### src/rtl/vect_pkg.sv
// Shared constants, enums and helpers for the vector sequencer slice.
package vect_pkg;

  localparam logic [6:0] OPV    = 7'b1010111;
  localparam logic [2:0] CFG_F3 = 3'b111;

  typedef enum logic [2:0] {
    SEW8  = 3'd0,
    SEW16 = 3'd1,
    SEW32 = 3'd2
  } sew_e;

  typedef enum logic [1:0] {
    IDLE   = 2'd0,
    DECODE = 2'd1,
    EXEC   = 2'd2
  } seq_state_e;

  function automatic logic [31:0] vlmax(input int unsigned vlen, input logic [2:0] sew);
    return vlen >> (32'd3 + 32'(sew));
  endfunction

endpackage

### src/rtl/vect_vcfg_csr.sv
// vl/vsew/vill configuration state, written by vsetivli from the decode stage.
module vect_vcfg_csr
  import vect_pkg::*;
#(
  parameter int VLEN = 256,
  parameter int VL_W = $clog2(VLEN/8)+1
) (
  input  logic            clk_i,
  input  logic            rst_i,
  input  logic            wr_i,
  input  logic [4:0]      avl_i,
  input  logic [2:0]      vsew_i,
  output logic [VL_W-1:0] vl_o,
  output logic [2:0]      sew_o,
  output logic            vill_o
);

  logic [VL_W-1:0] vl_q, vl_d;
  logic [2:0]      sew_q, sew_d;
  logic            vill_q, vill_d;
  logic            legal;
  logic [VL_W-1:0] vmax, avl_ext;

  assign legal   = (vsew_i <= 3'(SEW32));
  assign vmax    = VL_W'(vlmax(VLEN, vsew_i));
  assign avl_ext = VL_W'(avl_i);

  always_comb begin
    vl_d   = vl_q;
    sew_d  = sew_q;
    vill_d = vill_q;
    if (wr_i) begin
      if (legal) begin
        vl_d   = (avl_ext < vmax) ? avl_ext : vmax;
        sew_d  = vsew_i;
        vill_d = 1'b0;
      end else begin
        // Illegal sew keeps the old sew but kills vl.
        vl_d   = '0;
        vill_d = 1'b1;
      end
    end
  end

  always_ff @(posedge clk_i or posedge rst_i) begin
    if (rst_i) begin
      vl_q   <= '0;
      sew_q  <= 3'b000;
      vill_q <= 1'b1;
    end else begin
      vl_q   <= vl_d;
      sew_q  <= sew_d;
      vill_q <= vill_d;
    end
  end

  assign vl_o   = vl_q;
  assign sew_o  = sew_q;
  assign vill_o = vill_q;

endmodule

### src/rtl/vect_sequencer.sv
// Pops OP-V instructions from the FWFT FIFO and expands them into NUM_LANES-wide beats.
module vect_sequencer
  import vect_pkg::*;
#(
  parameter int INSTR_WIDTH = 32,
  parameter int NUM_LANES   = 4,
  parameter int VLEN        = 256,
  parameter int VL_W        = $clog2(VLEN/8)+1
) (
  input  logic                   clk_i,
  input  logic                   rst_i,
  input  logic [INSTR_WIDTH-1:0] instr_i,
  input  logic                   buf_empty_i,
  output logic                   buf_read_o,
  output logic                   busy_o,
  output logic [VL_W-1:0]        vl_o,
  output logic [2:0]             sew_o,
  output logic                   vill_o,
  output logic                   uop_valid_o,
  input  logic                   uop_ready_i,
  output logic [INSTR_WIDTH-1:0] uop_instr_o,
  output logic [NUM_LANES-1:0]   uop_lane_en_o,
  output logic [VL_W-1:0]        uop_elem_base_o,
  output logic                   illegal_o
);

  localparam logic [VL_W:0] LANES_X = (VL_W+1)'(NUM_LANES);

  seq_state_e             state_q, state_d;
  logic [INSTR_WIDTH-1:0] instr_q, instr_d;
  logic [VL_W-1:0]        base_q, base_d;

  logic       is_opv, is_cfg, is_ivli, csr_wr, last_beat;
  logic [VL_W-1:0] rem;

  assign is_opv  = (instr_q[6:0] == OPV);
  assign is_cfg  = (instr_q[14:12] == CFG_F3);
  assign is_ivli = is_cfg && (instr_q[31:30] == 2'b11);
  assign csr_wr  = (state_q == DECODE) && is_opv && is_ivli;

  vect_vcfg_csr #(.VLEN(VLEN), .VL_W(VL_W)) u_csr (
    .clk_i  (clk_i),
    .rst_i  (rst_i),
    .wr_i   (csr_wr),
    .avl_i  (instr_q[19:15]),
    .vsew_i (instr_q[25:23]),
    .vl_o   (vl_o),
    .sew_o  (sew_o),
    .vill_o (vill_o)
  );

  // Only meaningful in EXEC, where base_q < vl is guaranteed.
  assign rem       = vl_o - base_q;
  assign last_beat = ({1'b0, base_q} + LANES_X) >= {1'b0, vl_o};

  for (genvar i = 0; i < NUM_LANES; i++) begin : g_lane
    localparam logic [VL_W-1:0] IDX = VL_W'(i);
    assign uop_lane_en_o[i] = (state_q == EXEC) && (IDX < rem);
  end

  always_comb begin
    state_d    = state_q;
    instr_d    = instr_q;
    base_d     = base_q;
    buf_read_o = 1'b0;
    illegal_o  = 1'b0;
    case (state_q)
      IDLE: begin
        if (!buf_empty_i) begin
          buf_read_o = 1'b1;
          instr_d    = instr_i;
          state_d    = DECODE;
        end
      end
      DECODE: begin
        state_d = IDLE;
        if (!is_opv) begin
          illegal_o = 1'b1;
        end else if (is_cfg) begin
          illegal_o = !is_ivli;
        end else if (vill_o) begin
          illegal_o = 1'b1;
        end else if (vl_o != '0) begin
          base_d  = '0;
          state_d = EXEC;
        end
      end
      EXEC: begin
        if (uop_ready_i) begin
          base_d = base_q + VL_W'(NUM_LANES);
          if (last_beat) state_d = IDLE;
        end
      end
      default: state_d = IDLE;
    endcase
  end

  always_ff @(posedge clk_i or posedge rst_i) begin
    if (rst_i) begin
      state_q <= IDLE;
      instr_q <= '0;
      base_q  <= '0;
    end else begin
      state_q <= state_d;
      instr_q <= instr_d;
      base_q  <= base_d;
    end
  end

  assign busy_o          = (state_q != IDLE);
  assign uop_valid_o     = (state_q == EXEC);
  assign uop_instr_o     = instr_q;
  assign uop_elem_base_o = (state_q == EXEC) ? base_q : '0;

endmodule

### config.mk
export PLATFORM = sky130hd
export DESIGN_NAME = vect_sequencer
export DESIGN_NICKNAME = d
export VERILOG_FILES = /design/src/rtl/vect_pkg.sv /design/src/rtl/vect_vcfg_csr.sv /design/src/rtl/vect_sequencer.sv
export SDC_FILE = /design/constraint.sdc
export NUM_CORES = 1
export LEC_CHECK = 0
export BUFFER_PORTS_ARGS = -buffer_cell sky130_fd_sc_hd__buf_2
export CORE_UTILIZATION = 50
export DETAILED_ROUTE_END_ITERATION = 7
export GPL_TIMING_DRIVEN = 0
export PLACE_DENSITY = 0.87
export SYNTH_ARGS = -nofsm -noshare
export SYNTH_HDL_FRONTEND = slang
export SYNTH_SLANG_ARGS = --single-unit
### constraint.sdc
create_clock -name clk_i -period 2.86 [get_ports clk_i]
set_clock_uncertainty 0.15 [all_clocks]
set_input_delay 0 -clock clk_i [delete_from_list [all_inputs] [get_ports clk_i]]
set_output_delay 0 -clock clk_i [all_outputs]
set_load 0.01 [all_outputs]
==> results.tsv <==
stage	metric	value	unit
floorplanning	die_w	73.5	um
placed_design	port_buffers	89	
route	drt_iter0_drc	118	
setup_path	slowest_delay	0.49	ns
timing	post-route-period-util	0.946	
placed_design	dp_cells	379	
floorplanning	start_util	0.530	
placed_design	gp_congestion	0.896	
floorplanning	fp.dieArea	5390	um^2
setup_path	worst-path-buf-inv	1	
power	intPower	1.25	mW
synthesis	avgSynthCellArea	11.6	um^2
finish	diodes	0	
synthesis	mappedNetlistArea	2550	um^2
floorplanning	die_h	73.5	um
power	p_leak	1.77	nW
setup_path	slowest_stage	or3b_2	
synthesis	synthAdderAreaFrac	0.0730	
synthesis	synthMuxAreaShare	0.128	
synthesis	synth_compound_area_frac	0.135	
grt	antenna_found_initial	0	
grt	grt_usage	0.252	
synthesis	synth_xor_area_frac	0.0137	
cts	clock_path_buffers	2	
setup_path	cp_max_fo	10	
cts	cts_tree	done	
status	status	complete, no violations	
power	power.density	499	nW/um^2
synthesis	yosys.area_share.simple	0.123	
placed_design	dpl.hpwl	4220	um
route	vias_per_cell	5.31	
setup_path	regToRegStartpoint	uop_instr_o[24]	
synthesis	synthCells	220	
grt	grt_max_degree	27	
run	cap_violations	0	
setup_path	critPathKind	reg2reg	
power	p_switching	0.528	mW
synthesis	yosysUniqueCellTypes	49	
timing	setup_violations	0	
grt	overflow	0	
synthesis	synthArstFlopShare	1.00	
route	ant_nets	0	
setup_path	end_kind	flop	
power	combPwrFrac	0.265	
min_path	hp-class	in2async	
route	drc	0	
cts	clkTransAtPathRegs	0.10	ns
cts	cts.sinks	48	
synthesis	synth_top_family_by_area	compound AO/OA/AOI/OAI gates	
timing	drv_slew	0	
cts	cts-root-buf	clkbuf_8	
cts	htree_levels	2	
setup_path	crit_required	2.90	ns
timing	period_needed	2.71	ns
floorplanning	design.core.area	4820	um^2
power	vdd_drop_max	0.000354	V
grt	grt_pass1_wl	10300	um
route	vias	2239	
setup_path	crit_cells	7	
cts	clk_latency	0.29	ns
setup_path	arrival	2.75	ns
setup_path	r2r-end	u_csr.vl_o[1]	
setup_path	startpoint_type	flop	
finish	layout-drive-gt1-share	0.423	
synthesis	yosysSeqAreaShare	0.471	
route	wl	6450	um
synthesis	yosys_warnings	0	
cts	numCtsBuffers	5	
finish	syn2layout_area_growth	39.8	%
power	p_total	1.78	mW
setup_path	crit_family	adder cells	
synthesis	synth_edf_count	0	
finish	layout.nets	404	
timing	hold_ws	0.118	ns
power	p_sw_frac	0.297	
grt	grt_pass1_vias	2259	
timing	timing.fmax	369	MHz
power	p_seq_frac	0.460	
setup_path	r2r_setup_slack	0.15	ns
synthesis	ys_ff_latch	48	
setup_path	r2r_cells	7	
synthesis	ys.flop_type	dfrtp_1	
route	drt-wirelength-per-cell	15.3	um
finish	fill_cells	357	
timing	hold_violations	0	
placed_design	dpl_worst_slack	0.103	ns
timing	fin_setup_tns	0	ns
timing	rsz0062_at_grt	no	
setup_path	crit_chain	clkbuf_1, or3b_2, ha_1, a21oi_1, nand3_1, maj3_2, o41ai_2	
power	clkPwrFrac	0.275	
floorplanning	rows	25	
timing	setup_ws	0.154	ns
floorplanning	pin_count	92	
finish	layout.cells.non_filler	422	
route	first_pass_iters	4	
[kinds of logic (layout without fill, tap and decap cells)]
logic type | after synthesis | after routing
adder cells (fa/ha/maj) | 15 | 15
XOR/XNOR | 4 | 4
AND/OR/NAND/NOR | 51 | 51
multiplexers | 29 | 29
buffers and inverters | 26 | 159
other | 2 | 4
flip-flops | 48 | 48
AO/OA/AOI/OAI | 45 | 45
[metal layers]
| layer | track usage | up-vias | part of all wire |
|---|---|---|---|
| met3 | 0.0590 | 12 | 0.057 |
| li1 | - | 1044 | - |
| met2 | 0.460 | 81 | 0.54 |
| met4 | 0.0748 | 0 | 0.020 |
| met5 | 0 | - | 0 |
| met1 | 0.292 | 1102 | 0.38 |
[worst reg2reg max path, stage by stage (launching register included)]
cell      delay, ns
dfrtp_1        0.43
clkbuf_1       0.23
or3b_2         0.49
ha_1           0.33
a21oi_1        0.21
nand3_1        0.18
maj3_2         0.39
o41ai_2        0.21
[timing repair]
action                                  4_1_cts  5_1_grt
hold buffers                                 35        0
endpoints found under the hold margin        86        0
buffers inserted                              0        0
gates resized for setup                       0        2
endpoints found under the setup margin        0        3
[synthesized netlist by cell type, drive strengths merged, types with 2 or more instances]
cell type  count  share of area
a31oi          3         0.0074
o22a           3          0.010
nand2         15          0.022
inv           17          0.025
nand2b         3         0.0074
o31ai          2         0.0059
conb           2         0.0029
ha            14          0.069
nand3          5          0.015
a21oi          9          0.018
or3b           2         0.0069
mux2          29           0.13
a32o           2         0.0078
buf            7          0.025
a21o           3         0.0088
nor2b          2         0.0049
clkbuf         2         0.0029
nor2          12          0.024
o21ai         11          0.025
nand3b         2         0.0059
nor4           2         0.0049
xnor2          3          0.010
o41ai          3          0.019
dfrtp         47           0.46
and2           2         0.0049
[cell usage in the layout, fill, tap and decap left out, types with 4 or more instances in the layout]
cell type       n
a21oi_1         9
buf_2          90
buf_6           4
clkbuf_8        5
conb_1          4
dfrtp_1        47
dlygate4sd3_1  35
ha_1           14
inv_1          16
mux2_2         28
nand2_1        15
nand3_1         4
nor2_1         11
o21ai_0         9
[layout make-up]
cell class                 count  area, um^2  share of cell area
clock inverter                 1        30.0             0.00842
multi-input combinational    148        1220               0.342
tap                           67        83.8              0.0235
clock buffer                   7        76.3              0.0214
inverter                      17        63.8              0.0179
sequential                    48        1200               0.337
buffer                         9        73.8              0.0207
timing repair buffer         125         816               0.229
[through the flow]
stage | utilization | instance area [um^2]
2_1_floorplan | - | 2560
3_3_place_gp | 0.641 | 3090
3_5_place_dp | 0.645 | 3110
4_1_cts | 0.740 | 3570
5_1_grt | 0.741 | 3570
6_report | 0.741 | 3570
[state kept, by name (all words and copies together) (netlist names)]
register	count
uop_instr_o	32
u_csr.sew_o	3
state_q	2
u_csr.vill_o	1
base_q	4
u_csr.vl_o	6
[power groups by stage]
stage	Clock [mW]	Sequential, mW	Combinational (mW)
2_1_floorplan	0	0.857	0.237
3_3_place_gp	0	0.824	0.407
3_5_place_dp	0	0.828	0.427
4_1_cts	0.492	0.815	0.466
5_1_grt	0.511	0.828	0.513
6_report	0.490	0.819	0.471
[worst max path at each step]
stage / slack (ns) / startpoint / end
6_report: 0.15 / uop_instr_o[24] / u_csr.vl_o[1]
4_1_cts: 0.08 / uop_instr_o[23] / u_csr.vl_o[1]
2_1_floorplan: 0.29 / uop_instr_o[23] / u_csr.vl_o[0]
3_3_place_gp: 0.18 / uop_instr_o[23] / u_csr.vl_o[0]
5_1_grt: 0.05 / uop_instr_o[24] / u_csr.vl_o[0]
3_5_place_dp: 0.10 / uop_instr_o[23] / u_csr.vl_o[1]
(Power assumes the default switching activity.)
